**src/rtl/byte_fetch_unit_pkg.sv**
```systemverilog
// byte_fetch_unit_pkg: shared constants and types
// for the byte-serial instruction fetch path.
package byte_fetch_unit_pkg;

  localparam logic RstEnable = 1'b1;
  localparam logic True = 1'b1;
  localparam logic False = 1'b0;
  localparam int InstAddrBus = 32;
  localparam int ByteW = 8;
  localparam logic [InstAddrBus-1:0] ZeroWord = '0;

  typedef enum logic [1:0] {
    SK_EMPTY,
    SK_ONE,
    SK_TWO
  } skid_lvl_e;

endpackage

```
**src/rtl/byte_fetch_unit_if.sv**
```systemverilog
// byte_fetch_unit_if: RAM read port plus IF/ID byte stream.
// master = fetch unit, slave = RAM and byte assembler side.
interface byte_fetch_unit_if #(
  parameter int ADDR_W = byte_fetch_unit_pkg::InstAddrBus
);
  import byte_fetch_unit_pkg::*;

  logic              if_request;
  logic              jump;
  logic [ADDR_W-1:0] jump_target;
  logic [ByteW-1:0]  mem_dout;
  logic [ADDR_W-1:0] mem_a;
  logic              mem_rd;
  logic [ByteW-1:0]  if_inst;
  logic [ADDR_W-1:0] if_pc;
  logic [1:0]        if_byte;
  logic              if_valid;

  modport master (
    input  if_request, jump, jump_target, mem_dout,
    output mem_a, mem_rd, if_inst, if_pc, if_byte, if_valid
  );

  modport slave (
    output if_request, jump, jump_target, mem_dout,
    input  mem_a, mem_rd, if_inst, if_pc, if_byte, if_valid
  );

endinterface

```
**src/rtl/byte_fetch_unit_fetch_skid_buf.sv**
```systemverilog
// fetch_skid_buf: small in-order skid store for returned bytes
// that the output register cannot take yet; flush empties it.
module fetch_skid_buf
  import byte_fetch_unit_pkg::*;
#(
  parameter int W = 40
) (
  input  logic         clk,
  input  logic         rst,
  input  logic         flush,
  input  logic         in_valid,
  input  logic [W-1:0] in_data,
  output logic         out_valid,
  input  logic         out_ready,
  output logic [W-1:0] out_data
);

  skid_lvl_e  lvl;
  skid_lvl_e  lvl_n;
  logic [W-1:0] e0;
  logic [W-1:0] e1;
  logic push;
  logic pop;

  assign out_valid = (lvl != SK_EMPTY);
  assign out_data = e0;
  assign push = in_valid & (lvl != SK_TWO);
  assign pop = out_valid & out_ready;

  // fill-level register
  always_ff @(posedge clk) begin
    if (rst == RstEnable) lvl <= SK_EMPTY;
    else lvl <= lvl_n;
  end

  // next fill level from push/pop, flush wins
  always_comb begin
    lvl_n = lvl;
    unique case (lvl)
      SK_EMPTY: if (push) lvl_n = SK_ONE;
      SK_ONE: begin
        if (push & !pop) lvl_n = SK_TWO;
        else if (!push & pop) lvl_n = SK_EMPTY;
      end
      SK_TWO: if (pop) lvl_n = SK_ONE;
      default: lvl_n = SK_EMPTY;
    endcase
    if (flush) lvl_n = SK_EMPTY;
  end

  // entry storage: e0 is always the oldest byte
  always_ff @(posedge clk) begin
    if (pop) begin
      e0 <= (lvl == SK_TWO) ? e1 : in_data;
    end else if (push) begin
      if (lvl == SK_EMPTY) e0 <= in_data;
      else e1 <= in_data;
    end
  end

endmodule

```
**src/rtl/byte_fetch_unit.sv**
```systemverilog
// byte_fetch_unit: issues byte reads to the instruction RAM
// and streams one byte per cycle to the IF/ID assembler.
module byte_fetch_unit
  import byte_fetch_unit_pkg::*;
#(
  parameter int ADDR_W = InstAddrBus,
  parameter logic [ADDR_W-1:0] RESET_PC = '0
) (
  input logic clk,
  input logic rst,
  byte_fetch_unit_if.master bus
);

  localparam int PW = ByteW + ADDR_W;

  logic [ADDR_W-1:0] iss_addr;
  logic [ADDR_W-1:0] tag;
  logic pending;
  logic acc;
  logic out_free;
  logic issue;
  logic sk_valid;
  logic sk_push;
  logic sk_pop;
  logic [PW-1:0] sk_out;
  logic [PW-1:0] ret;
  logic cap_valid;
  logic [PW-1:0] cap_data;
  logic [ADDR_W-1:0] cap_addr;

  assign acc = bus.if_valid & bus.if_request;
  assign out_free = !bus.if_valid | acc;
  assign issue = !bus.jump & bus.if_request
               & (!pending | out_free);
  assign ret = {bus.mem_dout, tag};
  assign sk_pop = out_free & sk_valid;
  assign sk_push = pending & (sk_valid | !out_free);

  fetch_skid_buf #(.W(PW)) u_skid (
    .clk       (clk),
    .rst       (rst),
    .flush     (bus.jump),
    .in_valid  (sk_push),
    .in_data   (ret),
    .out_valid (sk_valid),
    .out_ready (sk_pop),
    .out_data  (sk_out)
  );

  // pick the oldest byte available for the output register
  always_comb begin
    cap_valid = False;
    cap_data = sk_out;
    if (sk_valid) begin
      cap_valid = True;
    end else if (pending) begin
      cap_valid = True;
      cap_data = ret;
    end
  end

  assign cap_addr = cap_data[ADDR_W-1:0];

  // read issue, address pointer and in-flight tracking
  always_ff @(posedge clk) begin
    if (rst == RstEnable) begin
      bus.mem_rd <= False;
      bus.mem_a <= RESET_PC;
      iss_addr <= RESET_PC;
      pending <= False;
      tag <= RESET_PC;
    end else begin
      bus.mem_rd <= issue;
      pending <= bus.mem_rd & !bus.jump;
      tag <= bus.mem_a;
      if (issue) begin
        bus.mem_a <= iss_addr;
        iss_addr <= iss_addr + ADDR_W'(1);
      end
      if (bus.jump) begin
        iss_addr <= bus.jump_target & ~ADDR_W'(3);
      end
    end
  end

  // output register: load, hold or drain
  always_ff @(posedge clk) begin
    if (rst == RstEnable) begin
      bus.if_valid <= False;
      bus.if_inst <= ZeroWord[ByteW-1:0];
      bus.if_pc <= RESET_PC;
      bus.if_byte <= 2'd0;
    end else if (bus.jump) begin
      bus.if_valid <= False;
    end else if (out_free) begin
      bus.if_valid <= cap_valid;
      if (cap_valid) begin
        bus.if_inst <= cap_data[PW-1:ADDR_W];
        bus.if_pc <= cap_addr & ~ADDR_W'(3);
        bus.if_byte <= cap_addr[1:0];
      end
    end
  end

endmodule

```
**src/flat_wrapper.sv**
```systemverilog
// flat-port wrapper written by rule: the top's interface ports become plain ports
module byte_fetch_unit_flat import byte_fetch_unit_pkg::*;
#(
  parameter int ADDR_W = InstAddrBus,
  parameter logic [ADDR_W-1:0] RESET_PC = '0
)
  (clk, rst, bus_if_request, bus_jump, bus_jump_target, bus_mem_dout, bus_mem_a, bus_mem_rd, bus_if_inst, bus_if_pc, bus_if_byte, bus_if_valid);
  byte_fetch_unit_if #(.ADDR_W(ADDR_W)) bus_i ();
  input logic clk;
  input logic rst;
  input wire logic [$bits(bus_i.if_request)-1:0] bus_if_request;
  input wire logic [$bits(bus_i.jump)-1:0] bus_jump;
  input wire logic [$bits(bus_i.jump_target)-1:0] bus_jump_target;
  input wire logic [$bits(bus_i.mem_dout)-1:0] bus_mem_dout;
  output wire logic [$bits(bus_i.mem_a)-1:0] bus_mem_a;
  output wire logic [$bits(bus_i.mem_rd)-1:0] bus_mem_rd;
  output wire logic [$bits(bus_i.if_inst)-1:0] bus_if_inst;
  output wire logic [$bits(bus_i.if_pc)-1:0] bus_if_pc;
  output wire logic [$bits(bus_i.if_byte)-1:0] bus_if_byte;
  output wire logic [$bits(bus_i.if_valid)-1:0] bus_if_valid;
  assign bus_i.if_request = bus_if_request;
  assign bus_i.jump = bus_jump;
  assign bus_i.jump_target = bus_jump_target;
  assign bus_i.mem_dout = bus_mem_dout;
  assign bus_mem_a = bus_i.mem_a;
  assign bus_mem_rd = bus_i.mem_rd;
  assign bus_if_inst = bus_i.if_inst;
  assign bus_if_pc = bus_i.if_pc;
  assign bus_if_byte = bus_i.if_byte;
  assign bus_if_valid = bus_i.if_valid;
  byte_fetch_unit #(.ADDR_W(ADDR_W), .RESET_PC(RESET_PC)) u_core (.clk(clk), .rst(rst), .bus(bus_i));
endmodule
```
**config.mk**
```make
export PLATFORM = sky130hd
export DESIGN_NAME = byte_fetch_unit_flat
export DESIGN_NICKNAME = d
export VERILOG_FILES = /design/src/rtl/byte_fetch_unit_pkg.sv /design/src/rtl/byte_fetch_unit_if.sv /design/src/rtl/byte_fetch_unit_fetch_skid_buf.sv /design/src/rtl/byte_fetch_unit.sv /design/src/flat_wrapper.sv
export SDC_FILE = /design/constraint.sdc
export NUM_CORES = 1
export LEC_CHECK = 0
export CAP_MARGIN = 20
export CORE_MARGIN = 2
export CORE_UTILIZATION = 50
export CTS_BUF_LIST = sky130_fd_sc_hd__clkbuf_2
export CTS_CLUSTER_DIAMETER = 80
export DETAILED_ROUTE_END_ITERATION = 12
export HOLD_SLACK_MARGIN = 0.02
export PLACE_DENSITY_LB_ADDON = 0.3
export SYNTH_ARGS = -nofsm -noshare
export SYNTH_HDL_FRONTEND = slang
export SYNTH_SLANG_ARGS = --single-unit
```
**constraint.sdc**
```tcl
create_clock -name clk -period 10.48 [get_ports clk]
set_clock_uncertainty 0.05 [all_clocks]
set_input_delay 2.096 -clock clk [delete_from_list [all_inputs] [get_ports clk]]
set_output_delay 2.096 -clock clk [all_outputs]
set_load 0.1 [all_outputs]
```
==> flow_summary_export.csv <==
group,metric,value,unit
critical_path,cp_max_fo,2,
min_path,hold_class,"flip-flop to flip-flop",
critical_path,critPathTopFamily,"buffers and inverters",
yosys,ys_seq_area_frac,0.610,
final_layout,stdcell_count,1115,
pwr,power.leakage,3.61,nW
min_path,worstHoldPathCells,1,
clock_network,cts_setup_buffers,0,
placed_design,portBuffers,115,
critical_path,path_buf_inv,1,
sta,fmax,225,MHz
global_route,gr-total-overflow,0,
pwr,ir_drop,0.0827,mV
final_layout,nFillCells,1333,
final_layout,final_nets,899,
yosys,synth-seq-cells,221,
clock_network,ctsResizeCount,0,
sta,rsz0062_at_grt,"no",
critical_path,path_class,"flip-flop to primary output",
yosys,ys_types,55,
yosys,synth_edf_count,80,
clock_network,cts_root_buf,"clkbuf_2",
critical_path,critPathRequiredTime,8.33,ns
yosys,synthesis.yosys.warnings,0,
sta,final_hold_viol_count,0,
critical_path,cpPeakStageDelay,1.15,ns
floorplanning,row_count,47,
sta,final.setup.worst_slack,6.03,ns
final_layout,syn_to_final_growth,21.9,%
yosys,netlist_instances,723,
yosys,synth_ff_type,"dfxtp_1",
routing,initialDrtViolationCount,400,
clock_network,cts_sinks,221,
routing,ant_nets,0,
pwr,power_density,160,nW/µm²
floorplanning,die_area,18200,µm²
floorplanning,dieHeight,135,µm
sta,fin_crit,4.45,ns
sta,max-slew-margin-rel,0.283,
clock_network,htreeDepth,2,
global_route,track_usage,0.214,
placed_design,routabilityCongestion,0.909,
global_route,antenna_found_initial,0,
critical_path,crit_chain,"clkdlybuf4s50_1",
routing,vias,6252,
critical_path,critPathArrivalTime,2.30,ns
run_status,status,"finished, final reports clean",
yosys,synth.area.top_cells,"dfxtp_1 (33%), edfxtp_1 (28%), mux2_2 (5.3%)",
yosys,synth_area_per_cell,11.8,µm²
sta,min_period_over_period,0.425,
run,max_cap_violations,0,
clock_network,hold_buffers,0,
floorplanning,core,16600,µm²
yosys,synth_top_area_cell,"dfxtp_1",
final_layout,antennaDiodeCount,0,
routing,routedWlPerCell,17.4,µm
critical_path,startpoint,"u_core.bus.mem_a[1]$_SDFFE_PP0P_",
critical_path,reg2regPathDepth,5,
placed_design,place_ws,5.64,ns
clock_network,cts_buffers,52,
sta,setup_viol,0,
final_layout,drive_gt1_frac,0.168,
sta,hold_slack,0.410,ns
sta,tns,0,ns
clock_network,cts.clk_slew.worst_paths,0.11,ns
placed_design,placed_cells,1019,
critical_path,crit_path_start_kind,"flip-flop",
sta,finalMaxSlewViolations,0,
critical_path,cp.depth,1,
global_route,grt_pass1_wl,31200,µm
critical_path,r2r_start,"u_core.iss_addr[0]$_SDFFE_PP0P_",
routing,routed_wl,19400,µm
yosys,async_flop_share,0,
yosys,yosysTopAreaCellShare,0.330,
floorplanning,initial_core_util,0.515,
critical_path,crit_slowest_cell,"clkdlybuf4s50_1",
critical_path,cp-end-kind,"primary output",
yosys,synth_area,8560,µm²
routing,drc,0,
routing,drt-vias-per-instance,5.61,
routing,first_pass_iters,4,
placed_design,hpwl,13000,µm
clock_network,clock_tree.buffer_depth,3,
floorplanning,top_level_ports,120,
floorplanning,die_x,135,µm
global_route,grt_start_max_net_pins,112,
clock_network,tritoncts,"yes",
min_path,hp-start,"u_core.bus.mem_a[31]$_SDFFE_PP0P_",
clock_network,insertion_delay,0.77,ns
global_route,grt_pass1_vias,6323,
sta,tightest_slew,1.07,ns
[layout by cell type (no fill, tap or decap), types with 3 or more instances in the layout]
cell,instances
o21ai_0,6
nor4_1,10
xnor2_1,7
buf_4,9
or4_1,3
mux2_2,40
clkbuf_2,78
a21oi_1,7
o211ai_1,5
o22a_1,32
a311oi_1,6
mux2i_1,45
clkdlybuf4s50_1,114
or2_2,3
nand3_1,8
o22ai_1,6
o21bai_1,3
nor3_1,11
nand2b_1,3
nor2b_1,37
nand4_1,14
nand2_1,39
and3_1,4
dfxtp_1,141
a211oi_1,45
inv_1,7
clkinv_1,14
edfxtp_1,80
or3_1,7
nor2_1,63
[stage by stage]
| step | cell area (µm²) | power (mW) | util |
|---|---|---|---|
| final | 10400 | 1.67 | 0.627 |
| after global routing | 10400 | 1.74 | 0.627 |
| after CTS | 10400 | 1.69 | 0.626 |
| after detailed placement | 9930 | 1.14 | 0.597 |
| after global placement | 9890 | 1.14 | 0.595 |
| after floorplan | 8570 | 1.08 | - |
[worst paths after layout]
path,slack (ns),to
max,6.03,bus_mem_a[1]
min,0.41,u_core.tag[31]$_SDFF_PP0_
max reg2reg,7.85,u_core.iss_addr[22]$_SDFFE_PP0P_
min reg2reg,0.41,u_core.tag[31]$_SDFF_PP0_
[final cells by class]
type                    instances  area [µm²]  share of cell area
repair buffers                126        1280               0.122
clock inverters                17        90.1             0.00863
inverters                       7        26.3             0.00252
clock buffers                  78         390              0.0374
well taps                     220         275              0.0264
multi-input cells             446        3160               0.303
flip-flops and latches        221        5230               0.500
[Yosys cell counts, types with 4 or more instances]
cell type,count
a211oi_1,45
nand4_1,14
mux2i_1,45
clkbuf_1,44
or3_1,7
dfxtp_1,141
a311oi_1,6
a21oi_1,8
nor3_1,12
nand2_1,39
o22a_1,32
inv_1,7
and3_1,4
nand3_1,8
nor4_1,11
mux2_2,40
o22ai_1,6
nor2_1,66
nor2b_1,37
o21ai_0,6
o211ai_1,5
edfxtp_1,80
xnor2_1,7
[registers in the layout, summed over array words and instances (netlist names)]
name                    flops
u_core.bus.mem_a           32
u_core.iss_addr            32
u_core.u_skid.lvl           2
u_core.bus.mem_rd           1
u_core.bus.if_valid         1
u_core.bus.if_pc           30
u_core.u_skid.e1           40
u_core.tag                 32
u_core.bus.if_inst          8
u_core.u_skid.out_data     40
u_core.bus.if_byte          2
u_core.pending              1
[kinds of logic (layout without fill, tap and decap cells)]
| group | after synthesis | count (layout) | synth area share |
|---|---|---|---|
| DFF | 221 | 221 | 0.610 |
| and+or+nand+nor | 217 | 217 | 0.129 |
| AOI/OAI and AO/OA | 132 | 132 | 0.118 |
| muxes | 85 | 85 | 0.105 |
| buffers and inverters | 57 | 228 | 0.0262 |
| xor gates and xnor gates | 9 | 9 | 0.00921 |
| adders and majority gates | 1 | 1 | 0.00146 |
| other | 1 | 2 | 0.000438 |
[power breakdown]
group / internal, mW / switching (mW) / total [mW]
clock: 0.223 / 0.323 / 0.546
sequential: 0.912 / 0.0248 / 0.936
combinational: 0.0607 / 0.129 / 0.190
total: 1.20 / 0.476 / 1.67
[metal layers]
layer | global-route usage | vias to the layer above | wire [µm]
met4 | 0.0731 | 0 | 324
met5 | 0 | - | 0
met2 | 0.350 | 214 | 9360
li1 | - | 3002 | -
met1 | 0.283 | 3005 | 8750
met3 | 0.0484 | 31 | 1020
(Power assumes the default switching activity.)
